$ cat src/rtl/sync_frame_tx_110110_if.sv
// Handshake and serial-line bundle for the 110110 frame transmitter.
//   data_in  : payload word, sampled only when valid_in && ready
//   valid_in : payload present
//   ready    : transmitter idle and able to accept
//   out      : registered serial line, idles at 0
//   busy     : frame in progress (sync, data or gap)
//   done     : one-cycle pulse after the last payload bit
interface sync_frame_tx_110110_if #(
   parameter int DATA_W = 8
);
   logic [DATA_W-1:0] data_in;
   logic              valid_in;
   logic              ready;
   logic              out;
   logic              busy;
   logic              done;

   modport master (
      output data_in, valid_in,
      input  ready, out, busy, done
   );

   modport slave (
      input  data_in, valid_in,
      output ready, out, busy, done
   );
endinterface

$ cat src/rtl/sync_frame_tx_110110.sv
// Serial frame transmitter for the 110110 sync-word link.
// Accepts a payload word over valid/ready, then sends SYNC_PAT MSB-first,
// the payload MSB-first and GAP_BITS forced-0 bit periods; each bit is held
// BIT_CYC clocks. No bit stuffing: payload content that looks like the sync
// word is sent as-is.
// Ports:
//   clk   : system clock, everything on posedge
//   reset : synchronous, active-high
//   bus   : slave side of sync_frame_tx_110110_if (data_in, valid_in,
//           ready, out, busy, done)
//
// state | meaning
// IDLE  | line at 0, ready for a payload
// SYNC  | shifting out the sync word
// DATA  | shifting out the captured payload
// GAP   | forced-0 idle gap before returning to IDLE
module sync_frame_tx_110110 #(
   parameter int                SYNC_W   = 6,
   parameter logic [SYNC_W-1:0] SYNC_PAT = 6'b110110,
   parameter int                DATA_W   = 8,
   parameter int                BIT_CYC  = 1,
   parameter int                GAP_BITS = 2
) (
   input  logic                    clk,
   input  logic                    reset,
   sync_frame_tx_110110_if.slave   bus
);
   localparam int BW = $clog2(SYNC_W + DATA_W + GAP_BITS + 1);
   localparam int CW = $clog2(BIT_CYC + 1);

   typedef enum logic [1:0] {IDLE, SYNC, DATA, GAP} state_t;

   state_t            state;
   logic [DATA_W-1:0] data_sh;
   logic [SYNC_W-1:0] sync_sh;
   logic [BW-1:0]     bit_cnt;
   logic [CW-1:0]     cyc_cnt;
   logic              out_r;
   logic              done_r;
   logic              bit_end;

   // last clock of the current bit period
   assign bit_end = (cyc_cnt == CW'(BIT_CYC - 1));

   assign bus.ready = (state == IDLE);
   assign bus.busy  = (state != IDLE);
   assign bus.out   = out_r;
   assign bus.done  = done_r;

   always_ff @(posedge clk) begin
      if (reset) begin
         state   <= IDLE;
         data_sh <= '0;
         sync_sh <= '0;
         bit_cnt <= '0;
         cyc_cnt <= '0;
         out_r   <= 1'b0;
         done_r  <= 1'b0;
      end else begin
         done_r <= 1'b0;
         case (state)
            IDLE: begin
               out_r   <= 1'b0;
               bit_cnt <= '0;
               cyc_cnt <= '0;
               if (bus.valid_in) begin
                  data_sh <= bus.data_in;
                  // first sync bit goes straight to the line; the rest queue up
                  out_r   <= SYNC_PAT[SYNC_W-1];
                  sync_sh <= SYNC_PAT << 1;
                  state   <= SYNC;
               end
            end

            SYNC: begin
               if (!bit_end) begin
                  cyc_cnt <= cyc_cnt + CW'(1);
               end else begin
                  cyc_cnt <= '0;
                  if (bit_cnt == BW'(SYNC_W - 1)) begin
                     bit_cnt <= '0;
                     out_r   <= data_sh[DATA_W-1];
                     data_sh <= data_sh << 1;
                     state   <= DATA;
                  end else begin
                     bit_cnt <= bit_cnt + BW'(1);
                     out_r   <= sync_sh[SYNC_W-1];
                     sync_sh <= sync_sh << 1;
                  end
               end
            end

            DATA: begin
               if (!bit_end) begin
                  cyc_cnt <= cyc_cnt + CW'(1);
               end else begin
                  cyc_cnt <= '0;
                  if (bit_cnt == BW'(DATA_W - 1)) begin
                     bit_cnt <= '0;
                     out_r   <= 1'b0;
                     done_r  <= 1'b1;
                     state   <= (GAP_BITS == 0) ? IDLE : GAP;
                  end else begin
                     bit_cnt <= bit_cnt + BW'(1);
                     out_r   <= data_sh[DATA_W-1];
                     data_sh <= data_sh << 1;
                  end
               end
            end

            GAP: begin
               out_r <= 1'b0;
               if (!bit_end) begin
                  cyc_cnt <= cyc_cnt + CW'(1);
               end else begin
                  cyc_cnt <= '0;
                  if (bit_cnt == BW'(GAP_BITS - 1)) begin
                     bit_cnt <= '0;
                     state   <= IDLE;
                  end else begin
                     bit_cnt <= bit_cnt + BW'(1);
                  end
               end
            end

            default: begin
               out_r <= 1'b0;
               state <= IDLE;
            end
         endcase
      end
   end
endmodule

$ cat src/flat_wrapper.sv
// flat-port wrapper written by rule: the top's interface ports become plain ports
module sync_frame_tx_110110_flat 
#(
   parameter int                SYNC_W   = 6,
   parameter logic [SYNC_W-1:0] SYNC_PAT = 6'b110110,
   parameter int                DATA_W   = 8,
   parameter int                BIT_CYC  = 1,
   parameter int                GAP_BITS = 2
)
  (clk, reset, bus_data_in, bus_valid_in, bus_ready, bus_out, bus_busy, bus_done);
  sync_frame_tx_110110_if #(.DATA_W(DATA_W)) bus_i ();
  input  logic clk;
  input  logic reset;
  input wire logic [$bits(bus_i.data_in)-1:0] bus_data_in;
  input wire logic [$bits(bus_i.valid_in)-1:0] bus_valid_in;
  output wire logic [$bits(bus_i.ready)-1:0] bus_ready;
  output wire logic [$bits(bus_i.out)-1:0] bus_out;
  output wire logic [$bits(bus_i.busy)-1:0] bus_busy;
  output wire logic [$bits(bus_i.done)-1:0] bus_done;
  assign bus_i.data_in = bus_data_in;
  assign bus_i.valid_in = bus_valid_in;
  assign bus_ready = bus_i.ready;
  assign bus_out = bus_i.out;
  assign bus_busy = bus_i.busy;
  assign bus_done = bus_i.done;
  sync_frame_tx_110110 #(.SYNC_W(SYNC_W), .SYNC_PAT(SYNC_PAT), .DATA_W(DATA_W), .BIT_CYC(BIT_CYC), .GAP_BITS(GAP_BITS)) u_core (.clk(clk), .reset(reset), .bus(bus_i));
endmodule
$ cat config.mk
export PLATFORM = sky130hd
export DESIGN_NAME = sync_frame_tx_110110_flat
export DESIGN_NICKNAME = d
export VERILOG_FILES = /design/src/rtl/sync_frame_tx_110110_if.sv /design/src/rtl/sync_frame_tx_110110.sv /design/src/flat_wrapper.sv
export SDC_FILE = /design/constraint.sdc
export NUM_CORES = 1
export LEC_CHECK = 0
export CORE_MARGIN = 2
export CORE_UTILIZATION = 54
export DETAILED_ROUTE_END_ITERATION = 12
export DONT_BUFFER_PORTS = 1
export PLACE_DENSITY = 0.75
export REMOVE_ABC_BUFFERS = 1
export SLEW_MARGIN = 40
export SYNTH_ARGS = -nofsm -noshare
export SYNTH_HDL_FRONTEND = slang
export SYNTH_SLANG_ARGS = --single-unit
$ cat constraint.sdc
create_clock -name clk -period 1.9 [get_ports clk]
set_clock_uncertainty 0.1 [all_clocks]
set_input_delay 0.285 -clock clk [delete_from_list [all_inputs] [get_ports clk]]
set_output_delay 0.285 -clock clk [all_outputs]
set_load 0.005 [all_outputs]
==> impl_metrics.toml <==
[floorplanning]
number_of_i_o_pins = 15
floorplan.core_area_mm2 = 0.001922
initial_core_utilization = 0.5645
die_w_um = 48.82
row_count = 16
die-height_um = 48.82
die-area_mm2 = 0.002383

[cells_and_area]
multi_input_comb_area_um2 = 625.6
num_antenna_cells = 0
post_route_cells_drive_above_1_share = 0.1513
fillCellCount = 171
final_core_util = 0.6204
final_nets = 138
areaGrowthSynthToFinish_pct = 9.919
final-seq-area_um2 = 424.2

[worst_setup_path]
setup.worst_path.class = "register to register"
setup.worst_path.start_class = "register"
path_max_fanout = 16
crit-reg2reg-launch = "u_core.state[0]"
rr_endpoint = "u_core.data_sh[2]"
ff2ff_setup_slack_ps = 110
worstPathRequired_ps = 2030
r2r.worst_path.cells = 7
critPathCaptureType = "register"
cp.arrival_ps = 1920

[detailed_routing]
drc_errors = 0
detail_route.wl_per_cell_um = 13.69
routed_wl_mm = 1.999
vias = 812
post_drt_via_cell_ratio = 5.562
first_iter_violations = 8
route.antenna.remaining_nets = 0
first_pass_iteration_count_of_the_detailed_router = 4

[power_and_ir_drop]
comb_power_share = 0.544
clock_power_share = 0.112
p_sw_frac = 0.3992
worst_ir_drop_on_vdd_mv = 1.037
p_leak_nw = 0.4640
sequentialPowerShare = 0.345
switching_power_w = 0.0007900
p_int_w = 0.001189
powerDensity_mw_per_mm2 = 1660

[sta]
report.final.slew_viol_count = 0
rsz0062_at_grt = "false"
hold_viol = 0
tns_ps = 0
worst_slew_slack_as_a_fraction_of_its_limit = 0.6504
finalSetupViolations = 0
clock.fmax_mhz = 560.0
least_margin_pin_slew_ps = 522.7
fin_crit_ps = 1786
post-route-period-util = 0.9399

[global_route]
grt.met1_usage = 0.2288
grt_overflow = 0
routing_usage_on_met2 = 0.3379
grt_start_max_net_pins = 17
total_track_usage = 0.1944
first_global_vias = 833
grt_first_pass_wirelength_mm = 3.615
grt_antenna_before_repair = 0
global_route.peak_usage_layer = "met2"
grt_use_met3 = 0.03374

[worst_hold_path]
timing.hold.worst_endpoint = "u_core.bus.out"
timing.hold.worst.start = "bus_valid_in"
timing.hold.worst_path_depth = 2
min-delay-path-class = "primary input to register"

[cts]
cts_setup_buffers = 0
worst_skew_pair.late_latency_ps = 310
max-clock-path-buffers = 2
cts_sinks = 21
clockRootBuffer = "sky130_fd_sc_hd__clkbuf_4"
htree_num_levels = 1
total_cts_buffers = 3
tritoncts_clock_tree = "built"
clk_pin_slew_ps = 120

[synth]
synth.lib_cells_used.distinct = 34
ys_seq_area_frac = 0.3875
portion_of_synthesized_cell_area_occupied_by_the_leading_cell_type = 0.3875
yosys-top-cells-area = "sky130_fd_sc_hd__dfxtp_1 39%, sky130_fd_sc_hd__mux2i_1 9.2%, sky130_fd_sc_hd__ha_1 8.1%"
ys_dominant_reg_cell = "sky130_fd_sc_hd__dfxtp_1"
synth_area_mm2 = 0.001085
synth-edff-count = 0
post-synth-top-area-cell = "sky130_fd_sc_hd__dfxtp_1"
yosysWarnings = 0
ys_async_sr_fraction = 0
postSynthCellCount = 113
ys_seq_elements = 21
syn_area_per_cell_um2 = 9.600

[outcome]
status = "finished, final reports clean"

[placed_design]
portBuffers = 0
hpwlAfterDp_mm = 1.530
place.gp.congestion = 0.8613

[job]
count_of_max_cap_constraint_violations = 0
-- worst max-delay path by stage --
stage	start	end	slack [ps]	cells after the start
2_1_floorplan	u_core.state[0]	u_core.data_sh[1]	-110	6
3_3_place_gp	u_core.state[1]	u_core.state[0]	130	6
3_5_place_dp	u_core.state[0]	u_core.data_sh[7]	50	7
4_1_cts	u_core.state[0]	u_core.data_sh[7]	10	7
5_1_grt	u_core.state[1]	u_core.sync_sh[4]	10	7
6_report	u_core.state[0]	u_core.data_sh[2]	110	7
-- cell usage after synthesis, drive strengths merged (2+ instances only) --
| master | n |
|---|---|
| a21oi | 3 |
| nand2 | 3 |
| mux2i | 10 |
| nand2b | 3 |
| a211oi | 7 |
| xor2 | 2 |
| clkbuf | 2 |
| inv | 6 |
| and3 | 2 |
| o22ai | 2 |
| nor2 | 20 |
| ha | 7 |
| dfxtp | 21 |
| a31oi | 2 |
| o21ai | 3 |
| nand3 | 3 |
| buf | 2 |
| a221oi | 2 |
-- cells by family (layout without fill, tap and decap cells) --
family	Yosys count	count (layout)	share of synthesized area
simple gates	39	39	0.2007
compound gates	23	23	0.1719
flops	21	21	0.3875
mux	10	10	0.09228
buf+inv	10	16	0.04267
fa+ha+maj	7	7	0.08073
xor+xnor	3	3	0.02423
-- per-stage QoR --
| step | instances | setup slack (ps) | hold WS, ps | instance area, µm² | total power (W) |
|---|---|---|---|---|---|
| 6_report | 146 | 114.1 | 15.48 | 1192 | 0.001979 |
| 5_1_grt | 146 | 13.75 | 20.57 | 1192 | 0.002143 |
| 4_1_cts | 146 | 12.98 | 11.56 | 1181 | 0.001972 |
| 3_5_place_dp | 141 | 45.51 | 255.9 | 1145 | 0.001743 |
| 3_3_place_gp | 141 | 127.5 | 251.4 | 1145 | 0.001700 |
| 2_1_floorplan | 109 | -113.1 | 249.6 | 1061 | 0.001444 |
-- final cells by class --
class | instances | area share
clock buffer | 4 | 0.02204
inverter | 6 | 0.01889
multi-input combinational | 82 | 0.5247
sequential | 21 | 0.3557
tap | 27 | 0.02833
timing repair buffer | 6 | 0.05037
-- metal layers --
metal	wire length (µm)	share of wire
met1	890	0.45
met2	1000	0.50
met3	74	0.037
met4	34	0.017
met5	0	0
-- worst max-delay path, stage by stage, from the launching register on --
cell	delay, ps
sky130_fd_sc_hd__dfxtp_2	380
sky130_fd_sc_hd__inv_1	80
sky130_fd_sc_hd__ha_1	240
sky130_fd_sc_hd__and2_1	210
sky130_fd_sc_hd__a221oi_4	270
sky130_fd_sc_hd__buf_12	180
sky130_fd_sc_hd__nor2_1	50
sky130_fd_sc_hd__a211oi_2	210
-- flip-flops by register name, indices dropped and copies added (netlist names) --
name and flops:
u_core.bit_cnt 5, u_core.sync_sh 4, u_core.bus.done 1, u_core.bus.out 1, u_core.state 2, u_core.data_sh 8
-- power by group through the flow --
stage | clock (W) | sequential (W) | combinational [W]
after floorplan | 0 | 0.000659 | 0.000785
after global placement | 0 | 0.000678 | 0.00102
after detailed placement | 0 | 0.000689 | 0.00105
after CTS | 0.000228 | 0.000678 | 0.00106
after global routing | 0.000253 | 0.000696 | 0.00119
final | 0.000221 | 0.000682 | 0.00108
-- timing repair --
action,4_1_cts,5_1_grt
setup endpoints to repair,0,7
endpoints found under the hold margin,13,0
gates resized for setup,0,5
hold buffers,1,0
-- layout by cell type, fill, tap and decap left out, types with 3 or more instances in the layout --
cell,instances
sky130_fd_sc_hd__dfxtp_1,18
sky130_fd_sc_hd__dfxtp_2,3
sky130_fd_sc_hd__a211oi_2,3
sky130_fd_sc_hd__ha_1,6
sky130_fd_sc_hd__nand2b_1,3
sky130_fd_sc_hd__clkbuf_4,3
sky130_fd_sc_hd__mux2i_1,10
sky130_fd_sc_hd__o21ai_0,3
sky130_fd_sc_hd__nand2_1,3
sky130_fd_sc_hd__buf_4,4
sky130_fd_sc_hd__a211oi_1,4
sky130_fd_sc_hd__inv_1,6
sky130_fd_sc_hd__nor2_1,20
sky130_fd_sc_hd__a21oi_1,3
sky130_fd_sc_hd__nand3_1,3
Power figures use the tool's default switching activity.
